File: src/rtl/regfile_6809.sv
// regfile_6809: 6809 register file with dual read ports, write/index/PC/exchange/CC update paths and NMI arming
module regfile_6809 (
    input  logic        clk_in,
    input  logic        rst_in,
    input  logic [3:0]  rda_sel,
    input  logic [3:0]  rdb_sel,
    output logic [15:0] rda_out,
    output logic [15:0] rdb_out,
    input  logic        wr_en,
    input  logic [3:0]  wr_sel,
    input  logic [15:0] wr_data,
    input  logic        ccr_we,
    input  logic [7:0]  ccr_in,
    input  logic        idx_en,
    input  logic [1:0]  idx_sel,
    input  logic [1:0]  idx_op,
    input  logic        pc_inc,
    input  logic        pc_ld,
    input  logic [15:0] pc_in,
    input  logic        exg_en,
    input  logic [3:0]  exg_r0,
    input  logic [3:0]  exg_r1,
    output logic [7:0]  cc_out,
    output logic [7:0]  dp_out,
    output logic [15:0] pc_out,
    output logic [15:0] s_out,
    output logic        nmi_armed
);
    logic [7:0]  a_q, a_d, b_q, b_d, cc_q, cc_d, dp_q, dp_d;
    logic [15:0] x_q, x_d, y_q, y_d, u_q, u_d, s_q, s_d, pc_q, pc_d;
    logic        nmi_q, nmi_d, ex;
    logic [15:0] amt;
    logic [15:0] view [16];
    logic        we [3];
    logic [3:0]  ws [3];
    logic [15:0] wv [3];

    function automatic logic [15:0] p16(input logic en, input logic [3:0] sel, input logic [3:0] code,
                                        input logic [15:0] v, input logic [15:0] cur);
        return (en && sel == code) ? v : cur;
    endfunction

    function automatic logic [7:0] p8(input logic en, input logic [3:0] sel, input logic [3:0] code,
                                      input logic [7:0] v, input logic [7:0] cur);
        return (en && sel == code) ? v : cur;
    endfunction

    always_comb begin
        view     = '{default: 16'hFFFF};
        view[0]  = {a_q, b_q};
        view[1]  = x_q;
        view[2]  = y_q;
        view[3]  = u_q;
        view[4]  = s_q;
        view[5]  = pc_q;
        view[8]  = {8'hFF, a_q};
        view[9]  = {8'hFF, b_q};
        view[10] = {8'hFF, cc_q};
        view[11] = {8'hFF, dp_q};
    end

    assign rda_out = view[rda_sel];
    assign rdb_out = view[rdb_sel];

    // Later writers in the list override earlier ones: write port, then exchange halves
    always_comb begin
        ex    = exg_en && exg_r0 != exg_r1;
        we[0] = wr_en;
        ws[0] = wr_sel;
        wv[0] = wr_data;
        we[1] = ex;
        ws[1] = exg_r1;
        wv[1] = view[exg_r0];
        we[2] = ex;
        ws[2] = exg_r0;
        wv[2] = view[exg_r1];
        amt   = idx_op[1] ? {15'h7FFF, ~idx_op[0]} : {14'h0, idx_op[0], ~idx_op[0]};
        x_d   = (idx_en && idx_sel == 2'd0) ? x_q + amt : x_q;
        y_d   = (idx_en && idx_sel == 2'd1) ? y_q + amt : y_q;
        u_d   = (idx_en && idx_sel == 2'd2) ? u_q + amt : u_q;
        s_d   = (idx_en && idx_sel == 2'd3) ? s_q + amt : s_q;
        pc_d  = pc_ld ? pc_in : pc_inc ? pc_q + 16'd1 : pc_q;
        cc_d  = ccr_we ? ccr_in : cc_q;
        a_d   = a_q;
        b_d   = b_q;
        dp_d  = dp_q;
        for (int k = 0; k < 3; k++) begin
            x_d  = p16(we[k], ws[k], 4'd1, wv[k], x_d);
            y_d  = p16(we[k], ws[k], 4'd2, wv[k], y_d);
            u_d  = p16(we[k], ws[k], 4'd3, wv[k], u_d);
            s_d  = p16(we[k], ws[k], 4'd4, wv[k], s_d);
            pc_d = p16(we[k], ws[k], 4'd5, wv[k], pc_d);
            a_d  = p8(we[k], ws[k], 4'd0, wv[k][15:8], p8(we[k], ws[k], 4'd8, wv[k][7:0], a_d));
            b_d  = p8(we[k], ws[k], 4'd0, wv[k][7:0], p8(we[k], ws[k], 4'd9, wv[k][7:0], b_d));
            cc_d = p8(we[k], ws[k], 4'd10, wv[k][7:0], cc_d);
            dp_d = p8(we[k], ws[k], 4'd11, wv[k][7:0], dp_d);
        end
        nmi_d = nmi_q | (wr_en && wr_sel == 4'd4) | (ex && (exg_r0 == 4'd4 || exg_r1 == 4'd4));
    end

    always_ff @(posedge clk_in) begin
        if (rst_in) begin
            a_q   <= 8'h00;
            b_q   <= 8'h00;
            dp_q  <= 8'h00;
            cc_q  <= 8'h50;
            x_q   <= 16'h0000;
            y_q   <= 16'h0000;
            u_q   <= 16'h0000;
            s_q   <= 16'h0000;
            pc_q  <= 16'h0000;
            nmi_q <= 1'b0;
        end else begin
            a_q   <= a_d;
            b_q   <= b_d;
            dp_q  <= dp_d;
            cc_q  <= cc_d;
            x_q   <= x_d;
            y_q   <= y_d;
            u_q   <= u_d;
            s_q   <= s_d;
            pc_q  <= pc_d;
            nmi_q <= nmi_d;
        end
    end

    assign cc_out    = cc_q;
    assign dp_out    = dp_q;
    assign pc_out    = pc_q;
    assign s_out     = s_q;
    assign nmi_armed = nmi_q;
endmodule

File: config.mk
export PLATFORM = sky130hd
export DESIGN_NAME = regfile_6809
export DESIGN_NICKNAME = d
export VERILOG_FILES = /design/src/rtl/regfile_6809.sv
export SDC_FILE = /design/constraint.sdc
export NUM_CORES = 1
export LEC_CHECK = 0
export ABC_AREA = 1
export BUFFER_PORTS_ARGS = -buffer_cell sky130_fd_sc_hd__buf_2
export CORE_MARGIN = 2
export CORE_UTILIZATION = 35
export DETAILED_ROUTE_END_ITERATION = 8
export PLACE_DENSITY = 0.63
export SYNTH_ARGS = -nofsm -noshare
export SYNTH_HDL_FRONTEND = slang
export SYNTH_SLANG_ARGS = --single-unit
File: constraint.sdc
create_clock -name clk_in -period 2.75 [get_ports clk_in]
set_input_delay 0.4125 -clock clk_in [delete_from_list [all_inputs] [get_ports clk_in]]
set_output_delay 0.4125 -clock clk_in [all_outputs]
set_load 0.005 [all_outputs]
==> impl_results.md <==
- Status: finished clean
- Diodes inserted: 0
- Tmin final: between 2 and 2.5 ns
- Multi-input logic area: 0.0118 mm2
- Vias in the first global route: approximately 20000
- Final worst setup slack: around 0.30 ns
- Latest clock arrival within the worst-skew pair: approximately 0.44 ns
- Setup violators final: 0
- CP Capture Type: output port
- Worst-path clk slew: about 0.06 ns
- Slew @ Worst Pin: 1.10 ns
- Initial DRC count: between 3000 and 4000
- H-tree depth: 4
- Setup Fix Bufs, Post-CTS: 0
- Die H: 219 um
- Synthesized instance count: 3098
- Endpoint, Worst Hold: cc_out[4]
- RePlAce Congestion: 1.07
- First-pass GRT wire length: approximately 130000 um
- DP HPWL: ~73000 um
- GRT Overall Usage: 37.6%
- Largest net degree at the start of global routing: 83
- Overall Power: 8.29 mW
- Commonest cells after routing, fill and taps aside: 923 x nand2_1, 363 x inv_1, 330 x o21ai_0, 318 x a21oi_1, 268 x nor2_1
- Slew HR: between 20% and 30%
- Drt wl/cell: 23.7 um
- Syn Area/Cell: between 5 and 6 um2
- Max cap viols: 0
- Buffers on Ports: ~150
- RSZ-0062 raised after global routing: false
- CP startpoint kind: register
- WL final: 93000 um
- DRT Pass-1 Iters: 6
- Die area: 0.0481 mm2
- Antenna viol nets, final: 0
- Static leakage: roughly 9.9 nW
- # DRC: 0
- Maximum clock path buffer count: 2
- Final period util: 89.2%
- Final Hold Viols: 0
- Core ar.: 0.0456 mm2
- Flops & latches, synth: 113
- Fmax: 408 MHz
- Hold buffer count at cts: 0
- Number of I/O pins: 153
- Post-Syn Area: 0.0162 mm2
- Initial antenna violation count: 2
- Max FO, Critical Path: 7
- Post-CTS resize count: 0
- P&R area growth vs syn: 19.4%
- Grt ovf: 0
- Register area: roughly 0.0023 mm2
- Hold Crit Class: in2reg
- Beginning of the critical path: pc_out[12]
- Worst hold slack: 0.326 ns
- Mapped Nets: 3235
- Setup_tns: 0 ns
- CTS buffer count: 17
- R2r setup slk: 0.33 ns
- Post-synth top flop: dfxtp_1
- Type of the worst setup path: reg2out
- Clk_skew: ~0.013 ns
- Number of nets in the layout: 3454
- VDD IR max: 0.415 mV
- Post-synthesis cell type count: 45
- Max Slew Vio Count: 0
- CTS tree: done
- Origin of the critical flop-to-flop path: u_q[1]
- Post-synth EDFFs: 0
- Starting density of the core: 35.6%
- DR vias: 22900
- Slowest CP cell: dfxtp_1
- Hold Path Depth: 3
- DP Worst Slack: -0.0165 ns
- Via density: 5.84
- Clk sinks: about 110
- Reg-to-Reg End: u_q[6]
- Layout cells sized above 1: 13.2%
- Placed cell area: 0.0188 mm2
- CP Cell Sequence: buf_4, nand2_1, o211ai_1, a21oi_1, o21ai_0, buf_2
- Std-Cell Rows: 78
- Pwr/cell area: ~430 mW/mm2
- CTS Root Buffer Type: clkbuf_16
- Commonest non-fill, non-tap cell in the layout: nand2_1
- Syn. warnings: 0
- Design Area, Final: 0.0194 mm2
- Hold path start: rst_in
- Die X: approximately 220 um
- Ys async rst share: 0%
- Sequential area share after synthesis: 13.9%
- Worst reg-to-reg path cell count: 12
- Max stage delay on crit path: between 0.6 and 0.7 ns
- Crit path DAT: 2.04 ns
- Fill cells: 5110
- Critical path required time: between 2 and 2.5 ns
[area by class of cell]
class	instances	share of cell area [%]
clock buffers	22	2.40
clock inverters	10	0.691
inverters	384	7.44
multi-input cells	2439	61.1
flip-flops and latches	113	11.7
well taps	600	3.87
repair buffers	362	12.8
[registers in the layout, summed over array words and instances, names as in the netlist, 16 cells and up]
register  flops
y_q          16
x_q          16
u_q          16
pc_out       16
s_out        16
[cell families after synthesis]
| logic type | Yosys count | synth area share, % |
|---|---|---|
| and+or+nand+nor | 1533 | 39.0 |
| AOI/OAI and AO/OA | 823 | 27.8 |
| buffers and inverters | 546 | 13.1 |
| DFF | 113 | 13.9 |
| adders and majority gates | 65 | 5.20 |
| xor gates and xnor gates | 18 | 0.972 |
[report_power, final]
group          internal [mW]  switching, mW  total, mW
Combinational           1.27           2.53       3.80
Sequential              1.78          0.350       2.13
Clock                   1.47          0.897       2.36
Total                   4.52           3.78       8.29
[through the flow]
stage	cells	util, %
final	3930	42.5
after global routing	3930	42.5
after CTS	3930	42.5
after detailed placement	3898	41.2
after global placement	3898	41.2
after floorplan	3098	-
[worst max-delay path, delay by kind of cell, from the launching register on]
family,cells,cell delay [ns]
AO/OA/AOI/OAI,3,0.42
buffers and inverters,2,0.44
flip-flops,1,0.68
AND/OR/NAND/NOR,1,0.06
[how the worst max path moves through the flow]
stage	to	slack (ns)	depth (start not counted)
final	rda_out[12]	0.30	6
after global routing	y_q[7]	0.17	13
after CTS	rda_out[12]	0.38	6
after global placement	y_q[7]	0.02	13
after detailed placement	y_q[7]	-0.02	13
after floorplan	x_q[7]	0.38	13
[routing by layer]
metal,part of all wire [%],track usage (%),vias to the layer above
li1,-,-,10600
met1,40,51.3,10200
met2,39,52.4,1740
met3,15,11.0,317
met4,6.4,20.7,2
met5,0.014,0,-
[synth_stat cells, types with 2 or more instances]
master,number,area share [%]
o22ai_1,5,0.19
o21ai_0,330,10
inv_2,13,0.30
nand3b_1,14,0.65
buf_4,4,0.19
nor3_2,3,0.19
xnor2_1,6,0.32
or2_2,10,0.39
dfxtp_1,113,14
ha_1,61,4.7
nand4_1,16,0.62
o21bai_1,7,0.32
and2_1,8,0.31
o221ai_1,16,0.86
a22oi_1,31,1.4
nand3_1,241,7.4
o21ai_1,17,0.52
o21a_1,2,0.093
buf_2,44,1.4
clkbuf_1,105,2.4
a21oi_1,318,9.8
nor2_4,2,0.14
o211ai_1,74,3.4
nand3_2,2,0.12
nand2_2,8,0.31
fa_1,4,0.49
clkinv_1,7,0.16
nor2_1,268,6.2
nor2_2,8,0.31
buf_1,6,0.14
xor2_1,12,0.65
nand2_1,923,21
a211oi_1,2,0.093
clkbuf_2,3,0.093
inv_1,364,8.4
a31oi_1,14,0.54
o31ai_1,2,0.093
nor3_1,28,0.86
No activity file was read; power rests on OpenSTA's default activity.
